### src/rtl/ex.sv
// Execute stage of the 5-stage MIPS32 pipeline.
// Logic, shift and move results are combinational. DIV/DIVU use an iterative
// radix-2 restoring divider that stalls the pipeline until {HI,LO} is ready.
// Optional feature macro: EX_DIV_EN (defined = divider built, undefined =
// DIV/DIVU behave as NOP and stallreq_o is tied low).
module ex (
  input  logic        clk,
  input  logic        rst,
  input  logic [7:0]  aluop_i,
  input  logic [2:0]  alusel_i,
  input  logic [31:0] reg1_i,
  input  logic [31:0] reg2_i,
  input  logic [4:0]  wd_i,
  input  logic        wreg_i,
  input  logic [31:0] hi_i,
  input  logic [31:0] lo_i,
  input  logic        mem_whilo_i,
  input  logic [31:0] mem_hi_i,
  input  logic [31:0] mem_lo_i,
  input  logic        wb_whilo_i,
  input  logic [31:0] wb_hi_i,
  input  logic [31:0] wb_lo_i,
  input  logic        annul_i,
  output logic [4:0]  wd_o,
  output logic        wreg_o,
  output logic [31:0] wdata_o,
  output logic        whilo_o,
  output logic [31:0] hi_o,
  output logic [31:0] lo_o,
  output logic        stallreq_o
);

  localparam logic [7:0] EXE_AND_OP  = 8'b00100100;
  localparam logic [7:0] EXE_OR_OP   = 8'b00100101;
  localparam logic [7:0] EXE_XOR_OP  = 8'b00100110;
  localparam logic [7:0] EXE_NOR_OP  = 8'b00100111;
  localparam logic [7:0] EXE_SLL_OP  = 8'b01111100;
  localparam logic [7:0] EXE_SRL_OP  = 8'b00000010;
  localparam logic [7:0] EXE_SRA_OP  = 8'b00000011;
  localparam logic [7:0] EXE_MOVZ_OP = 8'b00001010;
  localparam logic [7:0] EXE_MOVN_OP = 8'b00001011;
  localparam logic [7:0] EXE_MFHI_OP = 8'b00010000;
  localparam logic [7:0] EXE_MTHI_OP = 8'b00010001;
  localparam logic [7:0] EXE_MFLO_OP = 8'b00010010;
  localparam logic [7:0] EXE_MTLO_OP = 8'b00010011;
`ifdef EX_DIV_EN
  localparam logic [7:0] EXE_DIV_OP  = 8'b00011010;
  localparam logic [7:0] EXE_DIVU_OP = 8'b00011011;
`endif

  localparam logic [2:0] EXE_RES_LOGIC = 3'b001;
  localparam logic [2:0] EXE_RES_SHIFT = 3'b010;
  localparam logic [2:0] EXE_RES_MOVE  = 3'b011;

  logic [31:0] cur_hi, cur_lo;
  logic [31:0] logic_res, shift_res, move_res;
  logic        div_stall, div_done;
  logic [31:0] div_hi, div_lo;

  // Newest HI/LO value: MEM stage write beats WB stage write beats the file.
  always_comb begin
    cur_hi = hi_i;
    cur_lo = lo_i;
    if (mem_whilo_i) begin
      cur_hi = mem_hi_i;
      cur_lo = mem_lo_i;
    end else if (wb_whilo_i) begin
      cur_hi = wb_hi_i;
      cur_lo = wb_lo_i;
    end
  end

  // Bitwise logic results.
  always_comb begin
    logic_res = 32'h0;
    case (aluop_i)
      EXE_AND_OP: logic_res = reg1_i & reg2_i;
      EXE_OR_OP:  logic_res = reg1_i | reg2_i;
      EXE_XOR_OP: logic_res = reg1_i ^ reg2_i;
      EXE_NOR_OP: logic_res = ~(reg1_i | reg2_i);
      default:    logic_res = 32'h0;
    endcase
  end

  // Shifts: reg2 is the operand, low five bits of reg1 the amount.
  always_comb begin
    shift_res = 32'h0;
    case (aluop_i)
      EXE_SLL_OP: shift_res = reg2_i << reg1_i[4:0];
      EXE_SRL_OP: shift_res = reg2_i >> reg1_i[4:0];
      EXE_SRA_OP: shift_res = 32'($signed(reg2_i) >>> reg1_i[4:0]);
      default:    shift_res = 32'h0;
    endcase
  end

  // GPR-destined move results; the MOVZ/MOVN condition was resolved in ID.
  always_comb begin
    move_res = 32'h0;
    case (aluop_i)
      EXE_MOVZ_OP, EXE_MOVN_OP: move_res = reg1_i;
      EXE_MFHI_OP:              move_res = cur_hi;
      EXE_MFLO_OP:              move_res = cur_lo;
      default:                  move_res = 32'h0;
    endcase
  end

`ifdef EX_DIV_EN
  typedef enum logic [1:0] {S_IDLE, S_BUSY, S_DONE} div_state_e;

  div_state_e  state_q, state_d;
  logic [4:0]  cnt_q, cnt_d;
  logic [31:0] quo_q, quo_d;   // dividend shifts out as quotient shifts in
  logic [31:0] rem_q, rem_d;
  logic [31:0] dvs_q, dvs_d;   // divisor magnitude
  logic        negq_q, negq_d; // negate quotient at the end
  logic        negr_q, negr_d; // negate remainder at the end
  logic        is_div, is_sdiv;
  logic [32:0] trial;
  logic        fits;

  assign is_div  = (aluop_i == EXE_DIV_OP) || (aluop_i == EXE_DIVU_OP);
  assign is_sdiv = (aluop_i == EXE_DIV_OP);
  // Partial remainder can reach 33 bits when the divisor exceeds 2^31.
  assign trial   = {rem_q, quo_q[31]};
  assign fits    = (trial >= {1'b0, dvs_q});

  // Divider state registers, cleared synchronously.
  always_ff @(posedge clk) begin
    if (rst) begin
      state_q <= S_IDLE;
      cnt_q   <= 5'd0;
      quo_q   <= 32'h0;
      rem_q   <= 32'h0;
      dvs_q   <= 32'h0;
      negq_q  <= 1'b0;
      negr_q  <= 1'b0;
    end else begin
      state_q <= state_d;
      cnt_q   <= cnt_d;
      quo_q   <= quo_d;
      rem_q   <= rem_d;
      dvs_q   <= dvs_d;
      negq_q  <= negq_d;
      negr_q  <= negr_d;
    end
  end

  // Divider next state: launch in IDLE, one restoring step per BUSY cycle.
  always_comb begin
    state_d   = state_q;
    cnt_d     = cnt_q;
    quo_d     = quo_q;
    rem_d     = rem_q;
    dvs_d     = dvs_q;
    negq_d    = negq_q;
    negr_d    = negr_q;
    div_stall = 1'b0;
    div_done  = 1'b0;
    if (annul_i) begin
      state_d = S_IDLE;
    end else begin
      case (state_q)
        S_IDLE: begin
          if (is_div) begin
            div_stall = 1'b1;
            if (reg2_i == 32'h0) begin
              state_d = S_DONE;
              quo_d   = 32'h0;
              rem_d   = 32'h0;
              negq_d  = 1'b0;
              negr_d  = 1'b0;
            end else begin
              state_d = S_BUSY;
              cnt_d   = 5'd0;
              rem_d   = 32'h0;
              quo_d   = (is_sdiv && reg1_i[31]) ? -reg1_i : reg1_i;
              dvs_d   = (is_sdiv && reg2_i[31]) ? -reg2_i : reg2_i;
              negq_d  = is_sdiv && (reg1_i[31] ^ reg2_i[31]);
              negr_d  = is_sdiv && reg1_i[31];
            end
          end
        end
        S_BUSY: begin
          div_stall = 1'b1;
          // True difference is below 2^32, so the 32-bit wrap is exact.
          rem_d = fits ? (trial[31:0] - dvs_q) : trial[31:0];
          quo_d = {quo_q[30:0], fits};
          cnt_d = cnt_q + 5'd1;
          if (cnt_q == 5'd31) state_d = S_DONE;
        end
        S_DONE: begin
          div_done = 1'b1;
          state_d  = S_IDLE;
        end
        default: state_d = S_IDLE;
      endcase
    end
  end

  assign div_lo = negq_q ? -quo_q : quo_q;
  assign div_hi = negr_q ? -rem_q : rem_q;
`else
  logic unused_clk;
  assign unused_clk = clk;
  assign div_stall  = 1'b0;
  assign div_done   = 1'b0;
  assign div_lo     = 32'h0;
  assign div_hi     = 32'h0;
`endif

  // Output bundle; everything is forced to zero while reset is held.
  always_comb begin
    wd_o       = 5'd0;
    wreg_o     = 1'b0;
    wdata_o    = 32'h0;
    whilo_o    = 1'b0;
    hi_o       = 32'h0;
    lo_o       = 32'h0;
    stallreq_o = 1'b0;
    if (!rst) begin
      wd_o   = wd_i;
      wreg_o = wreg_i & ~annul_i;
      case (alusel_i)
        EXE_RES_LOGIC: wdata_o = logic_res;
        EXE_RES_SHIFT: wdata_o = shift_res;
        EXE_RES_MOVE:  wdata_o = move_res;
        default:       wdata_o = 32'h0;
      endcase
      if (div_done) begin
        whilo_o = 1'b1;
        hi_o    = div_hi;
        lo_o    = div_lo;
      end else if (aluop_i == EXE_MTHI_OP) begin
        whilo_o = 1'b1;
        hi_o    = reg1_i;
        lo_o    = cur_lo;
      end else if (aluop_i == EXE_MTLO_OP) begin
        whilo_o = 1'b1;
        hi_o    = cur_hi;
        lo_o    = reg1_i;
      end
      if (annul_i) whilo_o = 1'b0;
      stallreq_o = div_stall;
    end
  end

endmodule

### config.mk
export PLATFORM = sky130hd
export DESIGN_NAME = ex
export DESIGN_NICKNAME = d
export VERILOG_FILES = /design/src/rtl/ex.sv
export SDC_FILE = /design/constraint.sdc
export NUM_CORES = 1
export LEC_CHECK = 0
export CORE_AREA = 2 2 149 151
export DETAILED_ROUTE_END_ITERATION = 8
export DIE_AREA = 0 0 151 153
export PLACE_DENSITY = 0.82
export SLEW_MARGIN = 10
export SYNTH_ARGS = -nofsm -noshare
export SYNTH_HDL_FRONTEND = slang
export SYNTH_SLANG_ARGS = --single-unit
export TNS_END_PERCENT = 50
### constraint.sdc
create_clock -name vclk -period 6.17
set_clock_uncertainty 0.2 [all_clocks]
set_input_delay 1.851 -clock vclk [all_inputs]
set_output_delay 1.851 -clock vclk [all_outputs]
set_load 0.1 [all_outputs]
==> results by stage, run 1 <==
Outcome:
- The first error in the log reads "[ERROR GRT-0232] Routing congestion too high. Check the congestion heatmap in the GUI".
- The run stopped with a tool error.
- The run ended at 5_1_grt.

Synthesis:
- The number of standard cells after synthesis is 1338.
- By area the synthesized netlist is led by mux2i_1 (18%), mux4_2 (15%), nor2_1 (9.4%).
- The net count after synthesis is 1682.
- The top cell type by total area after synthesis is mux2i_1.
- The total standard cell area after synthesis is 9500 um2.
- Averaged over all synthesized cells, the footprint is 7.10 um2.
- The netlist uses 74 different library cells.
- Of the synthesized area, sequential elements account for 0.
- The fraction of post-synthesis cell area in the top cell type by area is 0.179.
- The Yosys warning count is 0.

Global route:
- The total overflow left after global routing is 8.
- Entering global routing, the biggest net connects 66 pins.
- For this run, the total global-route usage over all layers was measured as 0.674.

Floorplanning:
- The die width is 151 um.
- The overall die height is 153 um.
- For this configuration, the core starts out at a cell density of 0.442.
- For this design the top-level I/O count stands at 382.
- The number of cell rows is 54.

STA:
- The type of pin the worst path ends at is a top-level output.
- When the last timing repair stopped, the worst path ended at wdata_o[20].

Place:
- The routability-driven placement congestion ratio is 1.30.
- The count of buffers added on input and output ports is 380.
- The pre-CTS setup slack is -0.610 ns.
- The total half-perimeter wirelength after legalization and detailed placement is 45300 um.

CTS:
- The number of hold buffers added after CTS was 0.
## metal layers
metal,global-route usage,overflow
met5,0.200,0
met4,0.651,5
met3,0.529,0
met2,0.850,3
met1,0.663,0
## cells by family after synthesis
kind of cell / share of synthesized area
buffers and inverters: 0.0943
other: 0.000395
AOI/OAI and AO/OA: 0.243
muxes: 0.355
adders and majority gates: 0.0870
and+or+nand+nor: 0.191
xor gates and xnor gates: 0.0295
## synth_stat cells (3+ instances only)
cell type  instances
nor2_1           239
clkbuf_1          84
and3_1             3
o21ai_1            4
or3_1              5
buf_4              9
a221oi_1           3
xnor2_1           32
o21a_1             3
a21oi_1          147
mux2i_1          170
a222oi_1          30
o211ai_1           5
mux2_2            20
o2bb2ai_1          3
nor3_1            17
a31oi_1            5
o211a_1            4
mux4_2            64
o31a_1             3
ha_1              66
buf_2             41
o221ai_1           8
and2_1             5
nor4_1             3
inv_1             61
o21ai_0           59
nand2b_1           6
a311oi_1           6
nand2_1           82
a41oi_1            3
o32ai_1           15
nor3b_1            5
a211oi_1          11
buf_1             12
a2111oi_0          5
o22ai_1           23
nand3_1           19
nor2b_1           10
## stage by stage
step                std cells   util  setup TNS [ns]  area, um2
floorplan                1338      -          -16.18      10200
global placement         2123  0.787          -17.12      16900
detailed placement       2123  0.787          -18.30      16900
CTS                      2143  0.817        -0.00876      17500
## timing repair
item	CTS
setup buffers	18
endpoints found under the hold margin	0
gates cloned	3
setup endpoints to repair	97
resized for setup	144
pin swaps	42
==> inputs of run 2 (changes only) <==
--- a/config.mk
+++ b/config.mk
@@ -5,10 +5,10 @@
 export SDC_FILE = /design/constraint.sdc
 export NUM_CORES = 1
 export LEC_CHECK = 0
-export CORE_AREA = 2 2 149 151
+export CORE_AREA = 2 2 181 183
 export DETAILED_ROUTE_END_ITERATION = 8
-export DIE_AREA = 0 0 151 153
-export PLACE_DENSITY = 0.82
+export DIE_AREA = 0 0 183 185
+export PLACE_DENSITY_LB_ADDON = 0.15
 export SLEW_MARGIN = 10
 export SYNTH_ARGS = -nofsm -noshare
 export SYNTH_HDL_FRONTEND = slang
==> results by stage, run 2 <==
Synthesis:
- The net count after synthesis is 1682 (unchanged).
- The number of library cell types mapped by synthesis was 74 (unchanged).
- In the post-synthesis netlist, the biggest area contributors are mux2i_1 (18%), mux4_2 (15%), nor2_1 (9.4%).
- Counting instances in the post-synthesis netlist gives the leading cell types as nor2_1 (239), mux2i_1 (170), a21oi_1 (147).
- The top cell type by total area after synthesis is mux2i_1.
- The mean cell area of the mapped netlist is 7.10 um2 (unchanged).
- The total standard cell area after synthesis is 9500 um2 (unchanged).
- The Yosys warning count is 0 (unchanged).
- The fraction of post-synthesis cell area in the top cell type by area is 0.179 (unchanged).
- The most common cell in the synthesized netlist is nor2_1.
- The sequential fraction of the synthesis area is 0 (unchanged).
- The number of standard cells after synthesis is 1338 (unchanged).

Power and ir drop:
- The share of total power dissipated in sequential elements is 0.
- The static leakage power is 7.69 nW.
- Summed over all nets, the switching power comes to 0.578 mW.
- The fraction of power consumed by combinational cells is 1.000.
- The total design power is 1.13 mW.
- The fraction of power consumed by the clock network is 0.
- The switching power share of the total is 0.513.
- The cell-internal power is 0.549 mW.
- VDD sags by at most 0.0488 mV.
- Power spread over the standard cell area amounts to 61.4 nW/um2.

Place:
- The quantity of I/O buffers inserted on ports is 380 (unchanged).
- The total half-perimeter wirelength after legalization and detailed placement is 52100 um (+15%).
- The routability-driven placement congestion ratio is 1.03 (-21%).
- The placed cell count is 2337 (+10%).

STA:
- Setup violations remaining at the end of the flow were counted as 1.
- The tightest slew margin relative to the limit is 0.508.
- The worst hold slack is 4.02 ns.
- The routed design could run at a clock period as short as 6.19 ns.
- The number of hold-slack violations in the final timing report is 0.
- The final cycle utilization of the critical path is 1.00.
- The highest attainable clock frequency is 162 MHz.
- The count of pins over their slew limit was 0.
- Setup repair after global routing could not meet its margin everywhere.
- Once routing completed, OpenROAD measured the worst setup slack at -0.0213 ns.
- For the pin with the worst max-slew slack, the measured transition is 0.738 ns.

Setup path:
- The required time of the critical path is 4.12 ns.
- The maximum fanout along the worst path is 6.
- The endpoint class of the critical path is an output pin.
- The slowest cell on the critical path is mux4_2.
- On the worst path, the slowest cell contributes a delay of 0.53 ns.
- The critical path class is input port to output pin.
- At the worst endpoint, the arrival time is 4.14 ns.
- Walking the worst path, the cells encountered are dlygate4sd2_1 > mux4_2 > buf_4 > mux4_2 > a211oi_2 > buf_4 > o22ai_4 > buf_12.
- The nature of the critical path startpoint is an input port.

Floorplanning:
- The area of the core is 32000 um2.
- The overall die height is 185 um (+21%).
- The die footprint is 33900 um2.
- The I/O pin count was 382 (unchanged).
- The starting density of the core came to 0.296 (-0.146).
- The number of cell rows is 66 (+22%).
- The die width was 183 um (+21%).

Cells and area:
- Fill cells in the final layout number 2942.
- After the last flow step, the layout net total stands at 2290.
- The leading cell type in the layout, fill and taps excluded is buf_4.
- The final-layout clock buffer total is 0.
- In the layout the commonest cells are buf_4 (329), clkdlybuf4s50_1 (227), nor2_1 (202).
- The number of antenna diodes is 0.
- The final sequential cell count is 0.
- The final cell count without fillers is 2352.
- The share of layout cells above drive strength 1 is 0.374.
- The area added between synthesis and finish is 93.3%.
- The register cell area after layout is 0 um2.

Route:
- In the routed design, unresolved DRC markers number 0.
- Before antenna repair, the detailed router went through 9 iterations.
- In the final routed layout, each cell accounts on average for 26.7 um.
- Using the TritonRoute via totals, the vias-per-cell ratio works out to 5.75.
- In this run, the number of DRC markers left after iteration 0 of detailed routing was 1458.
- The total wire length is 62700 um.
- The post-detailed-route count of antenna-violating nets is 0.
- For this block, the via count after detailed routing is 13526.

CTS:
- The quantity of hold-fixing buffers added after cts is 0 (unchanged).

Global route:
- Entering global routing, the biggest net connects 73 pins.
- Summed over all layers, the global routing overflow is 0.
- The number of global-route vias before repair is 13015.
- The number of antenna violations at the first check in global routing is 1.
- The global-route usage over all layers is 0.356.
- The global-route wire length before repair is 89100 um.

Outcome:
- The final reports fail on setup timing.
- The run finished, with violations left.

Run:
- The number of violations of the max-capacitance limit is 0.

Hold path:
- In this run the worst hold path is classified as input port to output pin.
==> run 2: cell counts after synthesis <==
No cell type changed its count.
==> run 2: per-layer routing <==
metal / GRT usage / vias to the layer above / wire length, um
met2: 0.611 / 622 / 29700
met4: 0.0829 / 2 / 1790
met3: 0.0397 / 80 / 4400
met5: 0 / - / 13
li1: - / 6180 / -
met1: 0.479 / 6642 / 26800
==> run 2: path summary, 6_finish.rpt <==
path,start,end,cells after the start
setup / recovery,reg2_i[25],wdata_o[10],8
hold / removal,rst,hi_o[28],3
==> run 2: kinds of logic (layout without fill, tap and decap cells) <==
family                   Yosys count  after routing  share of synthesized area
AND/OR/NAND/NOR                  414            414                      0.191
AO/OA/AOI/OAI                    359            359                      0.243
multiplexers                     254            254                      0.355
buffers and inverters            212            818                     0.0943
adder cells (fa/ha/maj)           66             66                     0.0870
XOR/XNOR                          32             32                     0.0295
other                              1              1                   0.000395
==> run 2: power groups by stage <==
stage	Clock [mW]	Combinational (mW)	Sequential, mW
global route	0	1.19	0
CTS	0	1.10	0
floorplan	0	0.511	0
detailed placement	0	1.07	0
global placement	0	1.06	0
finish	0	1.13	0
==> run 2: through the flow <==
stage	setup WS (ns)	TNS [ns]	util	cell area [um2]
after global routing	-0.0468	-0.279	0.573	18400
after CTS	0.00292	0	0.569	18200
after global placement	-0.544	-15.45	0.553	17700
after floorplan	-0.412	-16.18	-	10200
final	-0.0213	-0.0213	0.573	18400
after detailed placement	-0.554	-18.72	0.553	17700
==> run 2: final cells by class <==
type | instances | area, um2 | area share
inverters | 64 | 243 | 0.0132
multi-input cells | 1126 | 9680 | 0.527
well taps | 408 | 510 | 0.0278
repair buffers | 754 | 7920 | 0.432
==> run 2: worst max-delay path: cells and delay by family <==
family	cells	cell delay, ns
AO/OA/AOI/OAI	2	0.37
buffers and inverters	4	0.85
multiplexers	2	1.04
==> run 2: what timing repair did <==
action | 4_1_cts | 5_1_grt
gates cloned | 2 | 1
endpoints found under the setup margin | 97 | 25
endpoints found under the hold margin | 0 | 0
pin swaps | 36 | 25
setup buffers | 15 | 0
gates resized for setup | 167 | 38
No activity file was read; power rests on OpenSTA's default activity.
